## config.mk

```make
export PLATFORM = sky130hd
export DESIGN_NAME = amiga_clk_pll
export DESIGN_NICKNAME = d
export VERILOG_FILES = /design/src/rtl/amiga_clk_pkg.sv /design/src/rtl/amiga_clk_nco.sv /design/src/rtl/amiga_clk_pll.sv
export SDC_FILE = /design/constraint.sdc
export NUM_CORES = 1
export LEC_CHECK = 0
export BUFFER_PORTS_ARGS = -buffer_cell sky130_fd_sc_hd__clkbuf_2
export CAP_MARGIN = 10
export CORE_ASPECT_RATIO = 1.2
export CORE_UTILIZATION = 25
export DETAILED_ROUTE_END_ITERATION = 8
export PLACE_DENSITY = 0.39
export SLEW_MARGIN = 20
export SYNTH_ARGS = -nofsm -noshare
export SYNTH_HDL_FRONTEND = slang
export SYNTH_SLANG_ARGS = --single-unit
```

## constraint.sdc

```tcl
create_clock -name inclk0 -period 1.19 [get_ports inclk0]
set_input_delay 0.0595 -clock inclk0 [delete_from_list [all_inputs] [get_ports inclk0]]
set_output_delay 0.0595 -clock inclk0 [all_outputs]
set_load 0.01 [all_outputs]
```

## src/rtl/amiga_clk_pkg.sv

```systemverilog
// Shared constants for the Amiga clock PLL: accumulator width, default increments
// and helpers for deriving production increments from target frequencies.
`default_nettype none
package amiga_clk_pkg;

  localparam int PLL_ACC_W = 32;

  localparam logic [PLL_ACC_W-1:0] PLL_INC1   = 32'h8000_0000;
  localparam logic [PLL_ACC_W-1:0] PLL_INC2   = 32'h2000_0000;
  localparam logic [PLL_ACC_W-1:0] PLL_PHASE0 = 32'h9800_0000;

  // Production frequencies: 28.375160 MHz chipset clock, 114.75 MHz SDRAM clock.
  localparam longint unsigned F_CHIP_HZ  = 64'd28_375_160;
  localparam longint unsigned F_SDRAM_HZ = 64'd114_750_000;

  function automatic logic [PLL_ACC_W-1:0] nco_inc(input longint unsigned f_out,
                                                   input longint unsigned f_ref);
    return PLL_ACC_W'((f_out << PLL_ACC_W) / f_ref);
  endfunction

  localparam logic [PLL_ACC_W-1:0] INC_CHIP_OF_SDRAM = nco_inc(F_CHIP_HZ, F_SDRAM_HZ);

endpackage
`default_nettype wire

```

## src/rtl/amiga_clk_nco.sv

```systemverilog
// Phase-accumulator NCO: resets to INIT, advances by INC while enabled,
// and exposes the accumulator MSB as the synthesized clock.
`default_nettype none
module amiga_clk_nco #(
  parameter int           W    = 32,
  parameter logic [W-1:0] INIT = '0,
  parameter logic [W-1:0] INC  = '0
) (
  input  logic clk_i,
  input  logic rst_ni,
  input  logic en_i,
  output logic msb_o
);

  logic [W-1:0] acc_q;
  logic [W-1:0] acc_d;

  // Natural modulo-2^W wrap gives the dithered average for non-dividing increments.
  always_comb begin
    acc_d = acc_q;
    if (en_i) acc_d = acc_q + INC;
  end

  always_ff @(posedge clk_i or negedge rst_ni) begin
    if (!rst_ni) acc_q <= INIT;
    else         acc_q <= acc_d;
  end

  assign msb_o = acc_q[W-1];

endmodule
`default_nettype wire

```

## src/rtl/amiga_clk_pll.sv

```systemverilog
// Amiga clock PLL model: three NCO-derived clocks gated by a registered lock
// indicator that asserts a fixed number of reference edges after reset release.
`default_nettype none
module amiga_clk_pll
  import amiga_clk_pkg::*;
#(
  parameter int                 ACC_W       = PLL_ACC_W,
  parameter logic [ACC_W-1:0]   INC1        = ACC_W'(PLL_INC1),
  parameter logic [ACC_W-1:0]   INC2        = ACC_W'(PLL_INC2),
  parameter logic [ACC_W-1:0]   PHASE0      = ACC_W'(PLL_PHASE0),
  parameter int                 LOCK_CYCLES = 16
) (
  input  logic inclk0,
  input  logic areset_n,
  output logic c0,
  output logic c1,
  output logic c2,
  output logic locked
);

  localparam int LCW = (LOCK_CYCLES > 1) ? $clog2(LOCK_CYCLES) : 1;

  logic [LCW-1:0] lock_cnt_q, lock_cnt_d;
  logic           locked_q, locked_d;
  logic           msb0, msb1, msb2;

  always_comb begin
    lock_cnt_d = lock_cnt_q;
    locked_d   = locked_q;
    if (!locked_q) begin
      if (lock_cnt_q == LCW'(LOCK_CYCLES - 1)) locked_d   = 1'b1;
      else                                     lock_cnt_d = lock_cnt_q + 1'b1;
    end
  end

  always_ff @(posedge inclk0 or negedge areset_n) begin
    if (!areset_n) begin
      lock_cnt_q <= '0;
      locked_q   <= 1'b0;
    end else begin
      lock_cnt_q <= lock_cnt_d;
      locked_q   <= locked_d;
    end
  end

  // c0 shares INC1 with c1, so their phase offset stays fixed at PHASE0.
  amiga_clk_nco #(.W(ACC_W), .INIT(PHASE0), .INC(INC1)) u_nco0 (
    .clk_i(inclk0), .rst_ni(areset_n), .en_i(locked_q), .msb_o(msb0)
  );
  amiga_clk_nco #(.W(ACC_W), .INIT('0), .INC(INC1)) u_nco1 (
    .clk_i(inclk0), .rst_ni(areset_n), .en_i(locked_q), .msb_o(msb1)
  );
  amiga_clk_nco #(.W(ACC_W), .INIT('0), .INC(INC2)) u_nco2 (
    .clk_i(inclk0), .rst_ni(areset_n), .en_i(locked_q), .msb_o(msb2)
  );

  assign c0     = msb0 & locked_q;
  assign c1     = msb1 & locked_q;
  assign c2     = msb2 & locked_q;
  assign locked = locked_q;

endmodule
`default_nettype wire

```

---- Word level (Yosys, flattened, before mapping) ----
Index checks and enable logic that the tools add are counted.
storage, ports and cells
  memories ................................ 0
  bits in read-only memories .............. 0
  register bits after elaboration ......... 101
  input bits .............................. 2
  bits in latches ......................... 0
  RAM bits ................................ 0
  output and inout port bits .............. 4
  word-level logic and storage cells ...... 18
operators by class
  muxes and demuxes ....................... 2
  $add $sub $neg .......................... 4
  reductions and logical operators ........ 1
  bitwise gates (word level) .............. 5
  magnitude comparators ................... 0
  shift-type cells ........................ 0
  multipliers ............................. 0
  equal/unequal tests ..................... 1
  div/mod/pow operators ................... 0
operators with widths
  operator                number
  $add 32x32->32 const B  2
  $add 32x30->32 const B  1
  $add 4x1->4 const B     1
  $eq 4x4->1 const B      1
  $and 1x1->1             3
  $mux 1                  2
  $not 1->1               2
  $reduce_and 2->1        1

---- Depth between registers and ports, before layout ----
Gate-level depths: netlist of the first run.
  depth after elaboration ................. 3
  gate-level depth with buffers ........... 3
  depth with buffers taken out ............ 3

---- Modules after synthesis ----
A second synthesis of the first run with hierarchy kept.
unflattened totals
  cell total of the unflattened synthesis .. 31
  area, all modules ....................... 442.9 µm²
modules (own cells, without submodules)
  module                  cells each  area an instance (µm²)  sequential area each (µm²)  instances
  amiga_clk_pll           19          250.2                   125.1                       1
  amiga_clk_nco (u_nco2)  8           123.9                   75.1                        1
  amiga_clk_nco (u_nco0)  2           35.0                    26.3                        1
  amiga_clk_nco (u_nco1)  2           33.8                    25.0                        1

---- Worst setup path before layout of the first run ----
No wires, ideal clock.
  path type ............................... reg-to-reg
  start ................................... register lock_cnt_q[0]
  end ..................................... register lock_cnt_q[1]
  setup time .............................. 0.125 ns
  path buffers ............................ 0
  data arrival time ....................... 1.151 ns
  period minus slack after synthesis ...... 1.276 ns
  required time ........................... 1.065 ns
  stages on the path, launching flop included .. 4
  path slack .............................. -0.086 ns
  cells stage by stage .................... dfrtp_1 ha_1 a31oi_2 mux2_4
on the way
  longest elaborated chain between the ends .. 3
  elaborated cells on any way between the ends .. 4
  those cells by class .................... 1 x add/sub; 1 x eq/ne; 1 x bitwise; 1 x reduce/logical
RTL lines
  what                                                                 line                 RTL
  start: declaration                                                   amiga_clk_pll.sv:23  logic [LCW-1:0] lock_cnt_q, lock_cnt_d;
  start signal: assignment                                             amiga_clk_pll.sv:41  lock_cnt_q <= lock_cnt_d;
  parallel branches: the longest is 3 deep, another holds $add 4x1->4  -
Several ways; the timed one is not identified.
A chain may end at the register's enable or synchronous reset.

---- Final worst setup path of the first run ----
  start ................................... register locked_q (netlist: locked)
  end ..................................... register lock_cnt_q[2]
on the way
  longest elaborated chain between the ends .. 2
RTL lines
  what                               line                 RTL
  start: declaration                 amiga_clk_pll.sv:24  logic locked_q, locked_d;
  start signal: assignment           amiga_clk_pll.sv:42  locked_q <= locked_d;
  $not 1->1 (no source line)         -
  $reduce_and 2->1 (no source line)  -
No other way between the ends.

==> metrics, run 1 <==
run status=complete, no violations; CP max stage delay=0.39 ns; CP required=1.34 ns; CP Class=register to register; initial antenna violation count=0; DRT Pass-1 Iters=2; final setup fails=0; Critical Path Fanout Max=3; Clock transition at path regs=0.06 ns; CTS H-tree depth=1; f_max=843 MHz; synthesized netlist cell count=32; Worst IR Drop VDD=0.523 mV; GR Util All Layers=8.92%; Cell Chain, Critical Path=buf_4, and2b_2, mux2_2; Worst-Margin Slew=0.255 ns; drc violations=0; CP arrival=1.33 ns; Critical Path Slowest Stage Cell=dfrtp_1; buffers and inverters on the worst path=1; CTS tree=built; RSZ-0062 raised after global routing=true; Core ar.=1700 µm²; worst slack, placed=0.0255 ns; Routed WL=793 µm; clk_lat worst skew=0.26 ns; CTS buffer count=3; Final Instance Area=626 µm²; Top Ports=6; Routed WL per cell=11.8 µm; Synth Net Count=36; sequential-to-total area share from yosys stat=53.7%; gp weighted congestion=0.634; Initial Utilization=27.5%; area of the multi-input gates=223 µm²; hold slack=0.198 ns; power share of the combinational group=1.7%; CTS sink count=10; Synth cell types=16; # fillers=170; grt ovf=0; maxcap violations=0; Final Hold Vio Count=0; fin crit share=99.7%; pwr dens=939 nW/µm²; Tmin final=1.19 ns; clk buf depth=2; switching share of power=19.5%; CTS Root Cell=clkbuf_4; Die Ht=49.4 µm; switching pwr=115 µW; Slew headroom=83.0%; 1st-iter DRT viols=2; share of cells above drive strength 1=55.1%; area growth from synthesis to layout=33.7%; Routed Antenna Nets=0; largest net degree at the start of global routing=11; Max Slew Vio Count=0; vias in the first global route=331; total number of vias=296; CP Capture Type=register; setup ws final=0.00391 ns; Cell Int Power=473 µW; vias per cell=4.42; Setup crit start=locked$_DFF_PN0_; worst r2r src=locked$_DFF_PN0_; synthesized flop and latch total=10; CP top delay family=flip-flops; Reg area=251 µm²; worst r2r dst=lock_cnt_q[2]$_DFFE_PN0P_; die area=2050 µm²; FF-to-FF setup slack=0.004 ns; Port Buffers=5; Yosys warnings=0; first-pass GRT wire length=1310 µm; Clock Power Share=40.4%; # diodes=0; dpl cell area=546 µm²; r2r worst-path depth=3; WP depth=3; clk_skew=0.00255 ns; fin nets=54; leakage=0.000246 µW; die width=41.5 µm; row cnt=16; Layout Utilization=36.8%; Flop pwr share=57.9%; setup TNS=0 ns; Syn Area/Cell=14.6 µm²; Synth Cell Area=468 µm²; Hold Path Class=primary input to async pin; HPWL after detailed placement=572 µm; CP startpoint kind=register
-- metal layers --
metal	up-vias	track usage, %	share of wire (%)
met5	-	0	0
met4	0	8.06	0.76
met3	2	2.22	3.0
met2	5	15.4	52
met1	150	8.49	44
li1	139	-	-
-- layout make-up --
class	count	share of cell area (%)
Sequential cell	10	40.2
Multi-Input combinational cell	20	35.6
Timing Repair Buffer	14	15.8
Clock buffer	4	4.20
Tap cell	18	3.60
Inverter	1	0.600
-- flip-flops by register name (all words and copies together) (netlist names) --
name,flops
lock_cnt_q,4
u_nco2.acc_q,3
locked,1
u_nco0.acc_q,1
u_nco1.acc_q,1
-- cells by family after synthesis --
kind of cell | after synthesis | synth area share [%]
adder cells (fa/ha/maj) | 2 | 5.35
multiplexers | 4 | 10.4
buffers and inverters | 2 | 3.21
AO/OA/AOI/OAI | 1 | 2.67
XOR/XNOR | 5 | 9.36
AND/OR/NAND/NOR | 8 | 15.2
flip-flops | 10 | 53.7
-- cell usage after synthesis, drive strengths merged --
master  number  share of area (%)
nand4b       1                5.1
xnor2        1                1.9
dfstp        1                5.6
buf          1                2.4
nand2b       2                2.7
dfrtp        9                 48
xor2         4                7.5
nand2        1               0.80
ha           2                5.3
mux2         4                 10
a31oi        1                2.7
inv          1               0.80
and2b        1                1.9
and2         3                4.8
-- stage by stage --
stage	cells	total power, µW
finish	67	587
CTS	64	604
global route	67	621
global placement	58	354
floorplan	32	346
detailed placement	58	355
-- placed cells by master, fill, tap and decap left out, types with 2 or more instances in the layout --
cell | synthesis | layout
and2_2 | 3 | 3
mux2_2 | 2 | 2
clkbuf_4 | 0 | 3
nand2b_1 | 2 | 2
dfrtp_1 | 9 | 9
clkbuf_2 | 0 | 5
xor2_1 | 4 | 4
buf_4 | 0 | 7
-- what timing repair did --
item                       CTS  global route
hold buffers                 1             0
buffers inserted             1             3
hold endpoints to repair    10             0
gates resized for setup      0             2
setup endpoints to repair    3             5
-- how the worst max path moves through the flow --
stage                     slack (ns)                        end
after floorplan                -0.02  lock_cnt_q[1]$_DFFE_PN0P_
after global placement          0.04  lock_cnt_q[2]$_DFFE_PN0P_
after detailed placement        0.03  lock_cnt_q[1]$_DFFE_PN0P_
after CTS                      0.002                         c0
after global routing           -0.01  lock_cnt_q[2]$_DFFE_PN0P_
final                          0.004  lock_cnt_q[2]$_DFFE_PN0P_
-- worst reg2reg max path, delay by kind of cell, from the launching register on --
family | cells | cell delay, ns
buffers and inverters | 1 | 0.16
muxes | 1 | 0.32
and+or+nand+nor | 1 | 0.21
DFF | 1 | 0.39
-- power groups by stage --
stage,Clock [µW],Sequential (µW),Combinational [µW]
finish,237,340,9.95
global route,270,340,11.8
CTS,253,340,11.1
detailed placement,0,346,8.44
global placement,0,346,7.83
floorplan,0,346,0.0000734
No activity file was read; power rests on OpenSTA's default activity.
==> run 2: changes to the inputs <==
--- a/config.mk
+++ b/config.mk
@@ -5,12 +5,13 @@
 export SDC_FILE = /design/constraint.sdc
 export NUM_CORES = 1
 export LEC_CHECK = 0
-export BUFFER_PORTS_ARGS = -buffer_cell sky130_fd_sc_hd__clkbuf_2
 export CAP_MARGIN = 10
 export CORE_ASPECT_RATIO = 1.2
 export CORE_UTILIZATION = 25
 export DETAILED_ROUTE_END_ITERATION = 8
-export PLACE_DENSITY = 0.39
+export DONT_BUFFER_PORTS = 1
+export PLACE_DENSITY = 0.37
+export SETUP_SLACK_MARGIN = 0.3
 export SLEW_MARGIN = 20
 export SYNTH_ARGS = -nofsm -noshare
 export SYNTH_HDL_FRONTEND = slang
==> run 2 against run 1 <==
  * Die area unchanged
  * Largest power group unchanged
  * Combinational power decreased by 12%
  * Sequential power hardly changed
  * Critical path type unchanged
  * The run now ends with negative setup slack left
  * Via count decreased by 4.4%
  * Largest cell class unchanged
  * Global-route usage grew 1.2 points
==> metrics, run 2 (synthesized netlist as in run 1, its figures left out) <==
run status=finished with violations; violated checks=negative setup slack; CP required=1.33 ns (about the same); # fillers=168 (-1.2%); GR Util All Layers=10.1% (+1.2 points); Setup crit start=lock_cnt_q[0]$_DFFE_PN0P_; maxcap violations=0 (unchanged); die width=41.5 µm (unchanged); commonest non-fill, non-tap cell in the layout=dfrtp_1; DRT Pass-1 Iters=1 (-1); area growth from synthesis to layout=43.6%; # diodes=0 (unchanged); Clock transition at path regs=0.07 ns (about the same); total number of vias=283 (-4.4%); Worst IR Drop VDD=0.461 mV (-12%); CTS buffer count=3 (unchanged); Initial Utilization=27.5% (unchanged); f_max=825 MHz (-2.1%); CTS H-tree depth=1 (unchanged); clk buf depth=2 (unchanged); HPWL after detailed placement=543 µm (-5.1%); Worst-Margin Slew=0.470 ns (+0.215 ns); placed cell count=53 (-8.6%); CP Capture Type=register; commonest cells after routing, fill and taps aside=dfrtp_1, buf_6, mux2_4, xor2_1, buf_4; clk_skew=0.00886 ns (+0.00630 ns); clk_lat worst skew=0.26 ns (about the same); CTS Root Cell=clkbuf_4; Top Ports=6 (unchanged); Biggest register=lock_cnt_q; largest net degree at the start of global routing=11 (unchanged); vias in the first global route=314 (-5.1%); Routed WL per cell=13.5 µm (+14%); Routed Antenna Nets=0 (unchanged); first-pass GRT wire length=1440 µm (+9.5%); CP startpoint kind=register; CTS sink count=10 (unchanged); CP arrival=1.35 ns (+0.02 ns); post-route insts no fill=65 (-3.0%); Core ar.=1700 µm² (unchanged); setup ws final=-0.0221 ns (-0.0260 ns); final setup fails=2 (+2); fin crit share=102% (+2.2 points); die area=2050 µm² (unchanged); Die Ht=49.4 µm (unchanged); Routed WL=877 µm (+11%); Max Slew Vio Count=0 (unchanged); share of cells above drive strength 1=63.8% (+8.7 points); drc violations=0 (unchanged); Hold Path Class=primary input to async pin; initial antenna violation count=0 (unchanged); Tmin final=1.21 ns (+0.0260 ns); max reg flops=4 (unchanged); Final Hold Vio Count=0 (unchanged); Slew headroom=68.5% (-14 points); pwr dens=873 nW/µm² (-7.0%); fin nets=52 (-3.7%); Layout Utilization=39.5% (+2.7 points); largest registers=lock_cnt_q: 4 flops, u_nco2.acc_q: 3 flops; gp weighted congestion=0.683 (+7.6%); leakage=0.000290 µW (+18%); Port Buffers=0 (-5); 1st-iter DRT viols=0 (-2); CTS tree=built; CP Class=register to register; RSZ-0062 raised after global routing=true; vias per cell=4.35 (-1.5%); grt ovf=0 (unchanged); row cnt=16 (unchanged); Critical Path Fanout Max=3 (unchanged); worst r2r src=lock_cnt_q[0]$_DFFE_PN0P_
-- run 2: cell types whose count changed in the layout (fill, tap and decap cells not counted), sizes merged --
cell    before  now
clkbuf       9    4
buf          8   11
-- run 2: final cells by class --
cell class,instances,area (µm²),area share [%]
multi-input combinational,20,248,36.9
timing repair buffer,12,119,17.7
clock buffer,4,26.3,3.91
sequential,10,253,37.6
tap,18,22.5,3.35
inverter,1,3.75,0.559
-- run 2: routing by layer --
metal	track usage, %	part of all wire [%]	vias to the layer above
met5	0	0	-
met4	9.68	0.68	0
met3	3.33	2.9	2
met2	15.4	51	5
met1	10.7	45	143
li1	-	-	133
-- run 2: power by group --
group          total, µW  leakage [µW]  internal [µW]  switching [µW]
combinational       8.80      0.000174           2.25            6.55
sequential           340      0.000101            340               0
clock                238     0.0000150            129             109
-- run 2: path summary, 6_finish.rpt --
check	to	slack, ns	cells past startpoint
min in group inclk0	u_nco1.acc_q[31]$_DFFE_PN0P_	0.47	1
setup reg to reg	lock_cnt_q[2]$_DFFE_PN0P_	-0.02	3
max in group asynchronous	locked$_DFF_PN0_	0.65	1
setup / recovery	lock_cnt_q[2]$_DFFE_PN0P_	-0.02	3
hold / removal	u_nco2.acc_q[30]$_DFFE_PN0P_	0.19	1
hold reg to reg	u_nco1.acc_q[31]$_DFFE_PN0P_	0.47	1
-- run 2: timing repair --
action / CTS / global route
resized for setup: 15 / 2
pin swaps: 6 / 4
endpoints found under the setup margin: 14 / 13
hold buffers: 1 / 0
setup buffers: 4 / 3
hold endpoints to repair: 10 / 0
-- run 2: critical path: stages (launching register included) --
cell	delay, ns
dfrtp_1	0.41
ha_4	0.19
and2b_2	0.20
mux2_4	0.29
-- run 2: metrics by stage --
stage | setup WS, ns | power [µW] | instance area [µm²] | setup TNS [ns] | hold slack (ns)
6_report | -0.0221 | 587 | 672 | -0.0261 | 0.186
3_3_place_gp | -0.000725 | 346 | 524 | -0.000725 | -0.236
5_1_grt | -0.0425 | 630 | 672 | -0.0645 | 0.207
4_1_cts | -0.0207 | 604 | 642 | -0.0248 | 0.187
3_5_place_dp | -0.0224 | 346 | 524 | -0.0224 | -0.236
2_1_floorplan | -0.0169 | 346 | 483 | -0.0230 | -0.236
==> run 3: changes to the inputs <==
==> constraint.sdc (replaced) <==
create_clock -name inclk0 -period 1.19 [get_ports inclk0]
set_input_delay 0.0595 -clock inclk0 [delete_from_list [all_inputs] [get_ports inclk0]]
set_output_delay 0.0595 -clock inclk0 [all_outputs]
set_load 0.1 [all_outputs]
==> run 3 against run 2 <==
  * The flow still finishes with violations (negative setup slack)
  * Via count shrank 1.4%
  * Utilization grew 2.6 points
  * Critical endpoint is now lock_cnt_q[1]$_DFFE_PN0P_
  * Combinational power shrank 1%
  * Sequential cell count is the same
  * Clock skew shrank 0.0023 ns
  * Total power shrank 0.52%
  * Count of clock-buffer cells in the layout is the same
  * First-iteration DRC count grew 6
  * Highest routed layer unchanged
  * Maximum frequency shrank 3.0%
  * Critical path type unchanged
  * Global-route usage shrank 1.0 points
==> metrics, run 3 (synthesized netlist as in run 1, its figures left out) <==
worst r2r dst=lock_cnt_q[1]$_DFFE_PN0P_; die width=41.5 µm (unchanged); row cnt=16 (unchanged); Cell Chain, Critical Path=buf_4, a31oi_4, mux2_4; CTS H-tree depth=1 (unchanged); run status=finished with violations; violated checks=negative setup slack; commonest cells after routing, fill and taps aside=dfrtp_1, buf_4, buf_12; Routed WL=799 µm (-8.9%); drc violations=0 (unchanged); Tmin final=1.25 ns (+0.0375 ns); Slew headroom=69.0% (+0.43 points); leakage=0.000302 µW (+4.4%); clk_lat worst skew=0.26 ns (about the same); Max Slew Vio Count=0 (unchanged); r2r worst-path depth=3 (unchanged); Critical Path Slowest Stage Cell=dfrtp_4; CTS buffer count=3 (unchanged); DRT Pass-1 Iters=2 (+1); HPWL after detailed placement=594 µm (+9.5%); # fillers=161 (-4.2%); Setup crit start=locked$_DFF_PN0_; FF-to-FF setup slack=-0.06 ns (-0.04 ns); Top Ports=6 (unchanged); area of the multi-input gates=230 µm² (-7.1%); die area=2050 µm² (unchanged); Biggest register=lock_cnt_q; pwr dens=815 nW/µm² (-6.6%); vias per cell=4.16 (-4.4%); Routed Antenna Nets=0 (unchanged); Clock transition at path regs=0.06 ns (about the same); CTS tree=built; initial antenna violation count=0 (unchanged); Critical Path Fanout Max=3 (unchanged); largest net degree at the start of global routing=11 (unchanged); CP Class=register to register; Critical Path Sink=lock_cnt_q[1]$_DFFE_PN0P_; setup TNS=-0.258 ns (-0.232 ns); setup ws final=-0.0596 ns (-0.0375 ns); maxcap violations=0 (unchanged); Die Ht=49.4 µm (unchanged); fin nets=54 (+3.8%); share of cells above drive strength 1=61.2% (-2.6 points); RSZ-0062 raised after global routing=true; max reg flops=4 (unchanged); Port Buffers=0 (unchanged); worst r2r src=locked$_DFF_PN0_; f_max=800 MHz (-3.0%); CP startpoint kind=register; Routed WL per cell=11.9 µm (-12%); area growth from synthesis to layout=52.9%; largest registers=lock_cnt_q: 4 flops, u_nco2.acc_q: 3 flops; clk buf depth=2 (unchanged); # diodes=0 (unchanged); worst slack, placed=-0.0742 ns (-0.0518 ns); CP Capture Type=register; Initial Utilization=27.5% (unchanged); fin crit share=105% (+3.2 points); grt ovf=0 (unchanged); commonest non-fill, non-tap cell in the layout=dfrtp_1; vias in the first global route=304 (-3.2%); hold slack=0.187 ns (+0.000936 ns); Worst IR Drop VDD=0.432 mV (-6.1%); Worst-Margin Slew=0.464 ns (-0.00643 ns); CTS sink count=10 (unchanged); Core ar.=1700 µm² (unchanged); Reg area=255 µm² (+0.99%); total number of vias=279 (-1.4%); CP max stage delay=0.48 ns (+0.07 ns); CP required=1.33 ns (about the same); Final Hold Vio Count=0 (unchanged); final setup fails=7 (+5); dpl cell area=593 µm² (+13%); GR Util All Layers=9.08% (-1.0 points); CP arrival=1.39 ns (+0.04 ns); Hold Path Class=primary input to async pin; first-pass GRT wire length=1350 µm (-5.8%); clk_skew=0.00660 ns (-0.00226 ns); 1st-iter DRT viols=6 (+6); CTS Root Cell=clkbuf_4; gp weighted congestion=0.669 (-1.9%); Final Instance Area=716 µm² (+6.5%)
[run 3: where the power goes]
part           total, µW  switching, µW  internal [µW]
clock network        235            106            129
logic               8.70           6.46           2.25
registers            340              0            340
total                584            112            471
[run 3: metrics by stage]
step                instances  util, %  total power, µW
CTS                        65     38.9              606
global placement           57     34.9              346
finish                     67     42.1              584
global route               67     42.1              625
floorplan                  32        -              346
detailed placement         57     34.9              346
[run 3: how the worst min path moves through the flow]
stage | endpoint | slack, ns | cells past startpoint
after floorplan | lock_cnt_q[0]$_DFFE_PN0P_ | -0.24 | 0
after global placement | u_nco1.acc_q[31]$_DFFE_PN0P_ | -0.24 | 0
after detailed placement | u_nco2.acc_q[29]$_DFFE_PN0P_ | -0.24 | 0
after CTS | u_nco2.acc_q[29]$_DFFE_PN0P_ | 0.20 | 1
after global routing | u_nco2.acc_q[29]$_DFFE_PN0P_ | 0.22 | 1
final | u_nco2.acc_q[29]$_DFFE_PN0P_ | 0.19 | 1
[run 3: worst max-delay path, delay by kind of cell, from the launching register on]
kind            cells  cell delay [ns]
mux                 1             0.32
buf+inv             1             0.16
flops               1             0.48
compound gates      1             0.18
[run 3: what timing repair did]
| item | CTS | global route |
|---|---|---|
| endpoints found under the setup margin | 14 | 13 |
| hold endpoints to repair | 10 | 0 |
| setup buffers | 3 | 2 |
| resized for setup | 5 | 7 |
| hold buffers | 1 | 0 |
| pin swaps | 2 | 2 |
[run 3: metal layers]
metal	up-vias	part of all wire, %	global-route usage (%)
met1	134	43	9.89
met2	5	52	14.3
met3	2	3.1	3.33
met5	-	0	0
met4	0	1.5	6.45
li1	138	-	-
[run 3: cell type report]
type	instances	area share (%)
repair buffers	14	24.8
inverters	1	0.524
multi-input cells	20	32.2
clock buffers	4	3.67
flip-flops and latches	10	35.7
well taps	18	3.15
